$ cat src/rtl/muldiv_pkg.sv
// muldiv_pkg: op encodings, FSM states and width defaults shared by the multiply/divide unit.
package muldiv_pkg;
    localparam int DATA_WIDTH_DEF = 32;
    localparam int ITER_CNT_W = $clog2(DATA_WIDTH_DEF);
    localparam logic [2:0] OP_MULT  = 3'b000;
    localparam logic [2:0] OP_MULTU = 3'b001;
    localparam logic [2:0] OP_DIV   = 3'b010;
    localparam logic [2:0] OP_DIVU  = 3'b011;
    localparam logic [2:0] OP_MTHI  = 3'b100;
    localparam logic [2:0] OP_MTLO  = 3'b101;
    localparam logic [2:0] OP_MADD  = 3'b110;
    localparam logic [2:0] OP_MADDU = 3'b111;
    typedef enum logic [1:0] {IDLE, CALC, FIXUP} state_t;
endpackage

$ cat src/rtl/muldiv_signfix.sv
// muldiv_signfix: conditional two's-complement negate, used for abs on entry and sign fixup on exit.
module muldiv_signfix #(
    parameter int W = 32
) (
    input  logic [W-1:0] val,
    input  logic         neg,
    output logic [W-1:0] res
);
    assign res = neg ? -val : val;
endmodule

$ cat src/rtl/muldiv_unit.sv
// muldiv_unit: iterative MULT/MULTU/DIV/DIVU with HI/LO, single-cycle MTHI/MTLO.
// Define MULDIV_MADD_EN to enable MADD/MADDU accumulation into {hi,lo}.
module muldiv_unit
    import muldiv_pkg::*;
#(
    parameter int DATA_WIDTH = DATA_WIDTH_DEF
) (
    input  logic                  clk,
    input  logic                  rst,
    input  logic                  start,
    input  logic [2:0]            op,
    input  logic [DATA_WIDTH-1:0] a,
    input  logic [DATA_WIDTH-1:0] b,
    input  logic                  flush,
    output logic                  busy,
    output logic                  done,
    output logic                  div_by_zero,
    output logic [DATA_WIDTH-1:0] hi,
    output logic [DATA_WIDTH-1:0] lo
);
    localparam int W = DATA_WIDTH;
    localparam int CW = $clog2(W);

    state_t          state;
    logic [CW-1:0]   cnt;
    logic [2*W-1:0]  acc;
    logic [W-1:0]    m;
    logic [W-1:0]    a_orig;
    logic            is_div_q, madd_q, neg_res, neg_rem, bzero;
    logic            is_iter, sgn;
    logic [W-1:0]    a_abs, b_abs, quot_fix, rem_fix;
    logic [2*W-1:0]  prod_fix, mul_step, div_step, mul_base;
    logic [W:0]      sum, r, d;

`ifdef MULDIV_MADD_EN
    assign is_iter = op inside {OP_MULT, OP_MULTU, OP_DIV, OP_DIVU, OP_MADD, OP_MADDU};
`else
    assign is_iter = op inside {OP_MULT, OP_MULTU, OP_DIV, OP_DIVU};
`endif
    assign sgn = op inside {OP_MULT, OP_DIV, OP_MADD};

    muldiv_signfix #(.W(W))   u_abs_a (.val(a), .neg(sgn & a[W-1]), .res(a_abs));
    muldiv_signfix #(.W(W))   u_abs_b (.val(b), .neg(sgn & b[W-1]), .res(b_abs));
    muldiv_signfix #(.W(2*W)) u_prod  (.val(acc), .neg(neg_res), .res(prod_fix));
    muldiv_signfix #(.W(W))   u_quot  (.val(acc[W-1:0]), .neg(neg_res), .res(quot_fix));
    muldiv_signfix #(.W(W))   u_rem   (.val(acc[2*W-1:W]), .neg(neg_rem), .res(rem_fix));

    // acc holds {partial product, multiplier} for multiply and {remainder, quotient} for divide
    always_comb begin
        sum      = {1'b0, acc[2*W-1:W]} + (acc[0] ? {1'b0, m} : '0);
        mul_step = {sum, acc[W-1:1]};
        r        = {acc[2*W-1:W], acc[W-1]};
        d        = r - {1'b0, m};
        div_step = {d[W] ? r[W-1:0] : d[W-1:0], acc[W-2:0], ~d[W]};
        mul_base = madd_q ? {hi, lo} : '0;
    end

    always_ff @(posedge clk or posedge rst) begin
        if (rst) begin
            state       <= IDLE;
            busy        <= 1'b0;
            done        <= 1'b0;
            div_by_zero <= 1'b0;
            hi          <= '0;
            lo          <= '0;
            cnt         <= '0;
            acc         <= '0;
            m           <= '0;
            a_orig      <= '0;
            is_div_q    <= 1'b0;
            madd_q      <= 1'b0;
            neg_res     <= 1'b0;
            neg_rem     <= 1'b0;
            bzero       <= 1'b0;
        end else begin
            done        <= 1'b0;
            div_by_zero <= 1'b0;
            case (state)
                IDLE: begin
                    if (start && !flush) begin
                        if (is_iter) begin
                            state    <= CALC;
                            busy     <= 1'b1;
                            cnt      <= '0;
                            acc      <= {{W{1'b0}}, a_abs};
                            m        <= b_abs;
                            a_orig   <= a;
                            is_div_q <= op inside {OP_DIV, OP_DIVU};
                            madd_q   <= op inside {OP_MADD, OP_MADDU};
                            neg_res  <= sgn & (a[W-1] ^ b[W-1]);
                            neg_rem  <= sgn & a[W-1];
                            bzero    <= b == '0;
                        end else if (op == OP_MTHI) begin
                            hi <= a;
                        end else if (op == OP_MTLO) begin
                            lo <= a;
                        end
                    end
                end
                CALC: begin
                    if (flush) begin
                        state <= IDLE;
                        busy  <= 1'b0;
                    end else begin
                        acc   <= is_div_q ? div_step : mul_step;
                        cnt   <= cnt + 1'b1;
                        state <= (cnt == CW'(W - 1)) ? FIXUP : CALC;
                    end
                end
                FIXUP: begin
                    state <= IDLE;
                    busy  <= 1'b0;
                    if (!flush) begin
                        done        <= 1'b1;
                        div_by_zero <= is_div_q & bzero;
                        if (!is_div_q)
                            {hi, lo} <= prod_fix + mul_base;
                        else if (bzero)
                            {hi, lo} <= {a_orig, {W{1'b1}}};
                        else
                            {hi, lo} <= {rem_fix, quot_fix};
                    end
                end
                default: begin
                    state <= IDLE;
                    busy  <= 1'b0;
                end
            endcase
        end
    end
endmodule

$ cat config.mk
export PLATFORM = sky130hd
export DESIGN_NAME = muldiv_unit
export DESIGN_NICKNAME = d
export VERILOG_FILES = /design/src/rtl/muldiv_pkg.sv /design/src/rtl/muldiv_signfix.sv /design/src/rtl/muldiv_unit.sv
export SDC_FILE = /design/constraint.sdc
export NUM_CORES = 1
export LEC_CHECK = 0
export ABC_AREA = 0
export CAP_MARGIN = 10
export CELL_PAD_IN_SITES_DETAIL_PLACEMENT = 2
export CELL_PAD_IN_SITES_GLOBAL_PLACEMENT = 2
export CORE_ASPECT_RATIO = 0.75
export CORE_MARGIN = 1.5
export CORE_UTILIZATION = 30
export DETAILED_ROUTE_END_ITERATION = 12
export GPL_ROUTABILITY_DRIVEN = 1
export PLACE_DENSITY = 0.75
export SETUP_SLACK_MARGIN = 0.3
export SLEW_MARGIN = 20
export SYNTH_ARGS = -nofsm -noshare
export SYNTH_HDL_FRONTEND = slang
export SYNTH_SLANG_ARGS = --single-unit
$ cat constraint.sdc
create_clock -name clk -period 16.5 [get_ports clk]
set_clock_uncertainty 0.15 [all_clocks]
set_input_delay 2.475 -clock clk [delete_from_list [all_inputs] [get_ports clk]]
set_output_delay 2.475 -clock clk [all_outputs]
set_load 0.005 [all_outputs]
==> impl_metrics.py <==
metrics = {
    "clock_network": {
        "htree_levels": 1,
        "cts_sinks": 207,
        "insertion_delay_ns": 0.61,
        "path_clk_slew_ns": 0.07,
        "cts_tree": "built",
        "hold_buffers": 0,
        "cts.path.max_buffers": 3,
        "cts_root_buf": "clkbuf_16",
        "post_cts_buffers": 0,
        "ctsResizeCount": 0,
        "cts_made_buffers": 28,
    },
    "floorplanning": {
        "die_h_um": 232,
        "start_util_pct": 30.5,
        "num_rows": 83,
        "die_x_um": 308,
        "core_area_um2": 68700,
        "io_pins": 138,
        "dieArea_um2": 71400,
    },
    "setup_path": {
        "max_stage_delay_ns": 0.66,
        "crit_path_max_fanout": 32,
        "crit_type": "reg -> reg",
        "cp_num_cells": 22,
        "required_ns": 16.81,
        "crit_chain": "clkinv_1 -> ha_1 -> nand2b_1 -> or4_1 -> or2_2 -> nand2b_1 -> or3_1 -> or3_4 -> or2_2 -> nand2_1 -> xnor2_1 -> ha_1 -> nand2_1 -> or4_1 -> or4_1 -> nor2_1 -> o211ai_1 -> a21oi_1 -> o2111ai_1 -> a21oi_1 -> xnor2_1 -> o211ai_1",
        "arrival_ns": 7.69,
        "ff2ff_setup_slack_ns": 9.12,
        "cp-end-kind": "flop",
        "r2r_cells": 22,
        "cp-start-kind": "flop",
        "slowest_stage": "or4_1",
        "path_common_cell": "or4_1",
        "cpLargestDelayFamily": "simple AND/OR/NAND/NOR gates",
        "path_buf_inv": 1,
    },
    "finish": {
        "fillers": 7963,
        "layout-drive-gt1-share_pct": 4.85,
        "area_growth_pct": 15.1,
        "final_core_util_pct": 35.0,
        "n_antenna_cell": 0,
        "nets": 3016,
        "final_area_um2": 24100,
    },
    "grt": {
        "grt_pass1_wl_um": 154000,
        "first_global_vias": 23461,
        "grt_util_all_layers_pct": 28.2,
        "grt_overflow": 0,
        "antenna_found_initial": 10,
        "grt_start_max_net_pins": 93,
    },
    "synthesis": {
        "ys_seq_elements": 207,
        "synth_cell_types": 74,
        "async_flop_share_pct": 100,
        "synth_edf_count": 0,
        "ys_warn_count": 0,
        "syn_area_per_cell_um2": 7.52,
        "netlist_instances": 2784,
        "syn-cell-area_um2": 20900,
        "ys_seq_area_share_pct": 24.7,
        "synthFlopType": "dfrtp_1",
        "syn_nets": 2991,
    },
    "drt": {
        "ant_nets": 0,
        "vias_per_cell": 5.96,
        "vias": 22416,
        "drtIter0Drc": 1800,
        "wl_per_cell_um": 27.1,
        "first_pass_iters": 5,
        "route.detailed.drc": 0,
        "wl_um": 102000,
    },
    "hold_path": {
        "worstHoldPathCells": 2,
        "hold_class": "reg -> reg",
    },
    "power_and_ir_drop": {
        "leakage_nw": 10.3,
        "pwr-share-comb_pct": 58.9,
        "vdd_drop_max_mv": 0.0880,
        "p_sw_mw": 1.87,
        "power_density_nw_per_um2": 155,
        "pwr-share-clk_pct": 17.3,
        "p_int_mw": 1.87,
        "seq_power_share_pct": 23.8,
        "p_sw_share_pct": 50.0,
    },
    "timing": {
        "slew_headroom_pct": 26.2,
        "slew_viol_final": 0,
        "setup_tns_ns": 0,
        "timing.final.crit_share_pct": 44.7,
        "min_period_ns": 7.38,
        "clock.fmax_ghz": 0.136,
        "tightest_slew_ns": 1.09,
        "rsz0062_at_grt": "no",
        "finalHoldViolations": 0,
        "setup_viol": 0,
    },
    "place": {
        "place.gp.congestion": 0.946,
        "placed_cell_area_um2": 23100,
        "dp_hpwl_um": 78200,
        "port_buffers": 137,
    },
    "run": {
        "maxCapViolations": 0,
    },
    "status": {
        "status": "completed",
    },
}
synth_stat cells (45+ instances only):
cell type	instances	area, µm²
xor2_1	101	885
clkbuf_1	167	627
dfrtp_1	207	5180
xnor2_1	161	1410
o21ai_0	280	1400
and2_1	76	475
nor2_1	192	721
ha_1	133	1660
nand2_1	407	1530
a21o_1	89	668
nand3_1	47	235
inv_1	71	267
a21oi_1	224	1120
mux2i_1	58	581
nor3_1	45	225
flip-flops by register name, indices dropped and copies added (netlist names), 2 cells and up:
signal / count
a_orig: 32
acc: 64
cnt: 5
hi: 32
lo: 32
m: 32
state: 2
path summary, 6_finish.rpt:
check,startpoint,end
max in group asynchronous,rst,hi[18]
worst max register to register,acc[0],hi[31]
worst min register to register,a_orig[28],a_orig[28]
min in group asynchronous,rst,m[8]
worst max-delay path,acc[0],hi[31]
worst min-delay path,a_orig[28],a_orig[28]
cells in the final DEF (no fill, tap or decap), types with 37 or more instances in the layout:
cell type / instances
o31ai_1: 37
clkdlybuf4s50_1: 137
nand3_1: 46
a21o_1: 89
a21oi_1: 224
xnor2_1: 161
and2_1: 76
ha_1: 133
nand2_1: 406
o21ai_0: 280
inv_1: 69
a211oi_1: 37
mux2i_1: 58
buf_4: 43
nor3_1: 44
dfrtp_1: 204
nor2_1: 190
xor2_1: 101
per-layer routing:
layer / share of wire [%] / vias to the layer above / track usage (%)
met5: 0.077 / - / 0
met2: 41 / 689 / 41.2
met4: 2.1 / 12 / 6.02
li1: - / 9991 / -
met1: 49 / 11585 / 42.6
met3: 7.2 / 139 / 5.17
cell families after synthesis:
| group | Yosys count | share of synthesized area [%] |
|---|---|---|
| DFF | 207 | 24.7 |
| and+or+nand+nor | 949 | 21.2 |
| muxes | 64 | 3.10 |
| adders and majority gates | 136 | 8.24 |
| AOI/OAI and AO/OA | 910 | 27.1 |
| buffers and inverters | 256 | 4.72 |
| xor gates and xnor gates | 262 | 11.0 |
power by group through the flow:
stage / Combinational [mW] / Sequential, mW / Clock, mW
6_report: 2.20 / 0.889 / 0.648
2_1_floorplan: 1.44 / 0.765 / 0
5_1_grt: 2.37 / 0.904 / 0.680
3_3_place_gp: 2.05 / 0.878 / 0
3_5_place_dp: 2.14 / 0.886 / 0
4_1_cts: 2.16 / 0.881 / 0.662
area by class of cell:
| cell class | instances | area [µm²] | share of cell area (%) |
|---|---|---|---|
| multi-input combinational | 2321 | 14800 | 61.5 |
| tap | 935 | 1170 | 4.86 |
| sequential | 207 | 5190 | 21.5 |
| inverter | 71 | 274 | 1.14 |
| clock buffer | 37 | 805 | 3.34 |
| clock inverter | 11 | 136 | 0.566 |
| timing repair buffer | 180 | 1690 | 7.03 |
worst register-to-register path: cells and delay by family, from the launching register on:
family / cells / cell delay [ns]
AOI/OAI and AO/OA: 5 / 0.91
xor gates and xnor gates: 2 / 0.26
adders and majority gates: 2 / 0.74
buffers and inverters: 1 / 0.59
DFF: 1 / 0.46
and+or+nand+nor: 12 / 4.13
metrics by stage:
| stage | worst slack (ns) | hold WS (ns) | power (mW) | cells |
|---|---|---|---|---|
| finish | 9.12 | 0.338 | 3.74 | 3762 |
| global route | 8.84 | 0.369 | 3.96 | 3762 |
| CTS | 8.90 | 0.335 | 3.71 | 3762 |
| detailed placement | 8.97 | 0.319 | 3.03 | 3714 |
| global placement | 9.21 | 0.310 | 2.93 | 3714 |
| floorplan | 8.22 | 0.295 | 2.20 | 2784 |
No activity file was read; power rests on OpenSTA's default activity.
